`config.mk`:
```
export PLATFORM = sky130hd
export DESIGN_NAME = lsu_mem_if
export DESIGN_NICKNAME = d
export VERILOG_FILES = /design/src/rtl/core_pkg.sv /design/src/rtl/lsu_lane_align.sv /design/src/rtl/lsu_mem_if.sv
export SDC_FILE = /design/constraint.sdc
export NUM_CORES = 1
export LEC_CHECK = 0
export ABC_AREA = 1
export BUFFER_PORTS_ARGS = -buffer_cell sky130_fd_sc_hd__buf_2
export CORE_MARGIN = 2
export CORE_UTILIZATION = 50
export DETAILED_ROUTE_END_ITERATION = 8
export MAX_ROUTING_LAYER = met4
export PLACE_DENSITY = 0.86
export SYNTH_ARGS = -nofsm -noshare
export SYNTH_HDL_FRONTEND = slang
export SYNTH_SLANG_ARGS = --single-unit
export TNS_END_PERCENT = 5
```
`constraint.sdc`:
```
create_clock -name clock -period 2 [get_ports clock]
set_input_delay 0.6 -clock clock [delete_from_list [all_inputs] [get_ports clock]]
set_output_delay 0.6 -clock clock [all_outputs]
set_load 0.01 [all_outputs]
```
`src/rtl/core_pkg.sv`:
```
// Shared core definitions for the load/store path: memory operator encoding,
// LSU state type and the alignment rule used before any bus access is issued.
package core_pkg;

    // Encoding is {is_store, is_unsigned, size[1:0]}; size 00=byte, 01=half, 10=word
    typedef enum logic [3:0] {
        LB  = 4'b0000,
        LH  = 4'b0001,
        LW  = 4'b0010,
        LBU = 4'b0100,
        LHU = 4'b0101,
        SB  = 4'b1000,
        SH  = 4'b1001,
        SW  = 4'b1010
    } load_store_func_code;

    typedef enum logic [1:0] {
        IDLE,
        REQ,
        WAIT_RSP
    } lsu_state_t;

    localparam logic [1:0] SIZE_BYTE = 2'b00;
    localparam logic [1:0] SIZE_HALF = 2'b01;
    localparam logic [1:0] SIZE_WORD = 2'b10;

    function automatic logic addr_aligned(input logic [3:0] op, input logic [1:0] addr_lo);
        logic ok;
        case (op[1:0])
            SIZE_HALF: ok = ~addr_lo[0];
            SIZE_WORD: ok = (addr_lo == 2'b00);
            default:   ok = 1'b1;
        endcase
        return ok;
    endfunction

endpackage

```
`src/rtl/lsu_lane_align.sv`:
```
// Combinational lane steering: byte enables and replicated store data for the
// outgoing request, and sign/zero-extended extraction of the returned load word.
module lsu_lane_align
    import core_pkg::*;
(
    input  logic [3:0]  op,
    input  logic [1:0]  addr_lo,
    input  logic [31:0] store_data,
    input  logic [31:0] rdata,
    output logic [3:0]  be,
    output logic [31:0] wdata,
    output logic [31:0] load_data
);

    logic [7:0]  byte_sel;
    logic [15:0] half_sel;
    logic        sign_ext;

    always_comb begin
        be       = 4'b1111;
        wdata    = store_data;
        byte_sel = rdata[8*addr_lo +: 8];
        half_sel = addr_lo[1] ? rdata[31:16] : rdata[15:0];
        sign_ext = ~op[2];
        load_data = rdata;
        case (op[1:0])
            SIZE_BYTE: begin
                be        = 4'b0001 << addr_lo;
                wdata     = {4{store_data[7:0]}};
                load_data = {{24{sign_ext & byte_sel[7]}}, byte_sel};
            end
            SIZE_HALF: begin
                be        = addr_lo[1] ? 4'b1100 : 4'b0011;
                wdata     = {2{store_data[15:0]}};
                load_data = {{16{sign_ext & half_sel[15]}}, half_sel};
            end
            default: ;
        endcase
    end

endmodule

```
`src/rtl/lsu_mem_if.sv`:
```
// Load/store unit front end: accepts one memory op at a time, runs the
// req/gnt/rvalid handshake with an abort timeout, and formats load results.
module lsu_mem_if
    import core_pkg::*;
#(
    parameter int unsigned ADDR_W         = 32,
    parameter int unsigned TIMEOUT_CYCLES = 255
) (
    input  logic              clock,
    input  logic              reset,
    input  logic              lsu_en_ip,
    input  logic [3:0]        lsu_operator_ip,
    input  logic              alu_valid_ip,
    input  logic [ADDR_W-1:0] mem_addr_ip,
    input  logic [31:0]       store_data_ip,
    output logic              data_req_op,
    input  logic              data_gnt_i,
    output logic [ADDR_W-1:0] data_addr_op,
    output logic              data_we_op,
    output logic [3:0]        data_be_op,
    output logic [31:0]       data_wdata_op,
    input  logic              data_rvalid_i,
    input  logic [31:0]       data_rdata_i,
    output logic [31:0]       load_mem_data_op,
    output logic              lsu_done_op,
    output logic              lsu_busy_op,
    output logic              misaligned_op,
    output logic              timeout_op
);

    localparam int unsigned CNT_W = (TIMEOUT_CYCLES > 0) ? $clog2(TIMEOUT_CYCLES + 1) : 1;
    localparam logic [CNT_W-1:0] TMO_LIMIT = CNT_W'(TIMEOUT_CYCLES);

    lsu_state_t       state, state_next;
    logic [3:0]       op_q;
    logic [1:0]       addr_lo_q;
    logic [CNT_W-1:0] cnt_q;
    logic [CNT_W-1:0] cnt_inc;
    logic             accept, aligned, timeout_hit;
    logic             done_set, timeout_set, misaligned_set;
    logic [3:0]       align_op;
    logic [1:0]       align_addr_lo;
    logic [3:0]       lane_be;
    logic [31:0]      lane_wdata, lane_load;

    assign accept      = lsu_en_ip & alu_valid_ip;
    assign aligned     = addr_aligned(lsu_operator_ip, mem_addr_ip[1:0]);
    assign cnt_inc     = cnt_q + 1'b1;
    assign timeout_hit = (TIMEOUT_CYCLES != 0) && (cnt_inc == TMO_LIMIT);

    // The lane aligner sees the incoming op while idle and the captured op while the
    // transfer is in flight, so one instance serves both store steering and load formatting.
    assign align_op      = (state == IDLE) ? lsu_operator_ip : op_q;
    assign align_addr_lo = (state == IDLE) ? mem_addr_ip[1:0] : addr_lo_q;

    lsu_lane_align u_lane_align (
        .op         (align_op),
        .addr_lo    (align_addr_lo),
        .store_data (store_data_ip),
        .rdata      (data_rdata_i),
        .be         (lane_be),
        .wdata      (lane_wdata),
        .load_data  (lane_load)
    );

    assign data_req_op = (state == REQ);
    assign lsu_busy_op = (state != IDLE);

    always_comb begin
        state_next     = state;
        done_set       = 1'b0;
        timeout_set    = 1'b0;
        misaligned_set = 1'b0;
        case (state)
            IDLE: begin
                if (accept && aligned) begin
                    state_next = REQ;
                end else if (accept) begin
                    misaligned_set = 1'b1;
                end
            end
            REQ: begin
                if (timeout_hit) begin
                    state_next  = IDLE;
                    timeout_set = 1'b1;
                end else if (data_gnt_i) begin
                    state_next = WAIT_RSP;
                end
            end
            WAIT_RSP: begin
                // A response arriving on the last allowed cycle still completes the transfer
                if (data_rvalid_i) begin
                    state_next = IDLE;
                    done_set   = 1'b1;
                end else if (timeout_hit) begin
                    state_next  = IDLE;
                    timeout_set = 1'b1;
                end
            end
            default: state_next = IDLE;
        endcase
    end

    always_ff @(posedge clock or negedge reset) begin
        if (!reset) begin
            state <= IDLE;
        end else begin
            state <= state_next;
        end
    end

    always_ff @(posedge clock or negedge reset) begin
        if (!reset) begin
            op_q             <= '0;
            addr_lo_q        <= '0;
            cnt_q            <= '0;
            data_addr_op     <= '0;
            data_we_op       <= 1'b0;
            data_be_op       <= '0;
            data_wdata_op    <= '0;
            load_mem_data_op <= '0;
            lsu_done_op      <= 1'b0;
            misaligned_op    <= 1'b0;
            timeout_op       <= 1'b0;
        end else begin
            lsu_done_op   <= done_set;
            misaligned_op <= misaligned_set;
            timeout_op    <= timeout_set;
            if (state == IDLE && accept && aligned) begin
                op_q          <= lsu_operator_ip;
                addr_lo_q     <= mem_addr_ip[1:0];
                cnt_q         <= '0;
                data_addr_op  <= {mem_addr_ip[ADDR_W-1:2], 2'b00};
                data_we_op    <= lsu_operator_ip[3];
                data_be_op    <= lane_be;
                data_wdata_op <= lane_wdata;
            end else if (state != IDLE) begin
                cnt_q <= cnt_inc;
            end
            if (done_set && !op_q[3]) begin
                load_mem_data_op <= lane_load;
            end
        end
    end

endmodule

```
==> results.cfg <==
[synth]
synthFlopType = dfrtp_1
synthCells = 763
synth-edff-count = 0
synth_cell_type_count = 37
yosysSeqAreaShare_pct = 49.73
avgSynthCellArea_um2 = 7.715
ys_ff_latch = 117
yosys_warnings = 0
ys_async_sr_fraction_pct = 100.0
netlist_area_um2 = 5887

[global_route]
grt_pass1_vias = 5919
grt_max_degree = 48
antenna_found_initial = 0
grt_pass1_wl_mm = 28.41
gr-total-overflow = 0
track_usage_pct = 28.97

[clocking]
cts_sinks = 117
insertion_delay_ns = 0.41
cts_root_buffer = clkbuf_16
cts_tree = yes
cts_buffer_depth = 2
htree_levels = 4
cts.clk_slew.worst_paths_ns = 0.06
numCtsBuffers = 17
cts_hold_repair.buffers = 0

[outcome]
status = completed

[worst_setup_path]
cp_slowest_stage_delay_ns = 0.39
critical_path.top_delay_family = buffers and inverters
crit_path_frequent_cell = inv_2
critical_path_class = reg2out
endpoint_kind = output pin
required_ns = 1.40
worstPathMaxFanout = 4
cp_slowest_cell = dfrtp_1
cp.arrival_ns = 1.36
start_kind = flip-flop
cp_cell_sequence = inv_2 > ha_4 > inv_2 > buf_4 > buf_2
path_buf_inv = 4

[timing]
fin_crit_ns = 1.965
fin_skew_ns = 0.007871
final-setup-viol-count = 0
rsz0062_at_grt = true
report.final.hold_viol_count = 0
layout_setup_ws_ns = 0.03532
finalCritPeriodShare_pct = 98.23
fmax_ghz = 0.5090
report.final.slew_viol_count = 0
relSlewSlack_pct = 66.51
worstMarginPinSlew_ns = 0.5023

[final_layout]
final_cell_mix = 289 x nand2_1, 208 x buf_2, 117 x dfrtp_1, 70 x nor2_1, 53 x a21oi_1
drive_above_1_share_pct = 33.00
area_growth_syn_to_layout_pct = 36.13
final_core_util_pct = 69.89
design_area_um2 = 8014
final_nets = 1109
final_common_cell = nand2_1
antenna_cells = 0

[die]
rows = 39
die_w_um = 112.5
dieArea_um2 = 12660
chipHeight_um = 112.5
core_um2 = 11470
io_pins = 212
start_util_pct = 51.34

[placement]
hpwl_mm = 12.56
port_buffers = 209
place_congestion = 0.9277
dpl-instance-area_um2 = 7262
pre_cts_ws_ns = -0.08008

[run]
maxCapViolations = 0

[routing]
viasPerCell = 5.340
vias = 6152
wl_per_cell_um = 15.57
final_antenna_net_count = 0
drt-initial-drc-count = 672
drc = 0
wl_mm = 17.94
first_pass_iters = 8

[power]
p_leak_nw = 4.288
vdd_drop_max_mv = 0.9172
p_per_area_nw_per_um2 = 1837

[worst_hold_path]
hp-class = in2async
==> what timing repair did <==
action	4_1_cts	5_1_grt
gates resized for setup	6	15
setup buffers	1	2
gates cloned	0	2
endpoints found under the setup margin	26	28
hold endpoints to repair	0	0
pin swaps	1	2
==> power by group <==
part	total [W]	switching (W)	internal [W]
clock network	0.00332	0.00115	0.00217
logic	0.00721	0.00440	0.00281
registers	0.00419	0.000667	0.00352
total	0.0147	0.00622	0.00850
==> path summary, 6_finish.rpt <==
path / startpoint / to / slack [ns] / depth (start not counted)
worst min-delay path: reset / data_addr_op[2] / 0.10 / 1
max in group asynchronous: reset / load_mem_data_op[25] / 1.30 / 2
worst max-delay path: state[1] / lsu_busy_op / 0.04 / 5
worst min register to register: data_addr_op[25] / data_addr_op[25] / 0.47 / 2
min in group clock: mem_addr_ip[12] / data_addr_op[12] / 0.38 / 3
worst max register to register: state[1] / load_mem_data_op[8] / 0.07 / 13
==> synthesized netlist by cell type, types with 2 or more instances <==
master,count,area (um^2)
nand2_1,293,1100
dfrtp_1,117,2928
nor2_1,72,270.3
a21oi_1,54,270.3
inv_1,51,191.4
nand3_1,33,165.2
clkbuf_1,20,75.07
a31oi_1,19,118.9
or2_2,19,118.9
o21ai_0,15,75.07
a41oi_1,8,70.07
ha_1,7,87.58
buf_2,5,25.02
buf_6,5,56.30
o22ai_1,5,31.28
buf_1,4,15.01
nand2_2,4,25.02
or2_1,4,25.02
inv_2,3,11.26
nand4_1,3,18.77
buf_4,2,15.01
inv_4,2,12.51
nor2_8,2,40.04
o21ai_2,2,17.52
o21ai_4,2,32.53
==> sequential cells by signal (all words and copies together) (netlist names) <==
register,cells
data_we_op,1
load_mem_data_op,32
cnt_q,8
op_q,3
state,2
data_addr_op,30
data_wdata_op,32
addr_lo_q,2
timeout_op,1
lsu_done_op,1
data_be_op,4
misaligned_op,1
==> cell type report <==
class,instances,area (um^2)
multi-input cells,555,2638
inverters,58,225.2
flip-flops and latches,117,2928
repair buffers,247,1396
clock buffers,19,452.9
well taps,143,178.9
fillers,900,3453
clock inverters,13,195.2
==> kinds of logic (layout without fill, tap and decap cells) <==
group                    count (synthesis)  after routing  share of synthesized area, %
buffers and inverters                   94            337                         6.971
AO/OA/AOI/OAI                          108            108                         10.80
flip-flops                             117            117                         49.73
XOR/XNOR                                 1              1                        0.1488
adder cells (fa/ha/maj)                  7              7                         1.488
AND/OR/NAND/NOR                        435            437                         30.80
other                                    1              2                       0.06370
==> stage by stage <==
| step | hold slack (ns) | TNS (ns) | cells | total power [W] |
|---|---|---|---|---|
| after floorplan | 0.3044 | 0 | 764 | 0.008266 |
| after global placement | 0.4560 | -0.2751 | 1115 | 0.01078 |
| after detailed placement | 0.4594 | -1.540 | 1115 | 0.01095 |
| after CTS | 0.1021 | 0 | 1148 | 0.01443 |
| after global routing | 0.1104 | -0.07230 | 1152 | 0.01571 |
| final | 0.1018 | 0 | 1152 | 0.01472 |
==> metal layers <==
| metal | vias to the layer above | global-route usage (%) | wire, um |
|---|---|---|---|
| met4 | 0 | 11.22 | 553 |
| met5 | - | - | 0 |
| met1 | 2858 | 36.10 | 6935 |
| met2 | 349 | 47.19 | 8871 |
| met3 | 59 | 5.400 | 1579 |
| li1 | 2886 | - | - |
Note: power is estimated with default switching activity, not from simulation.
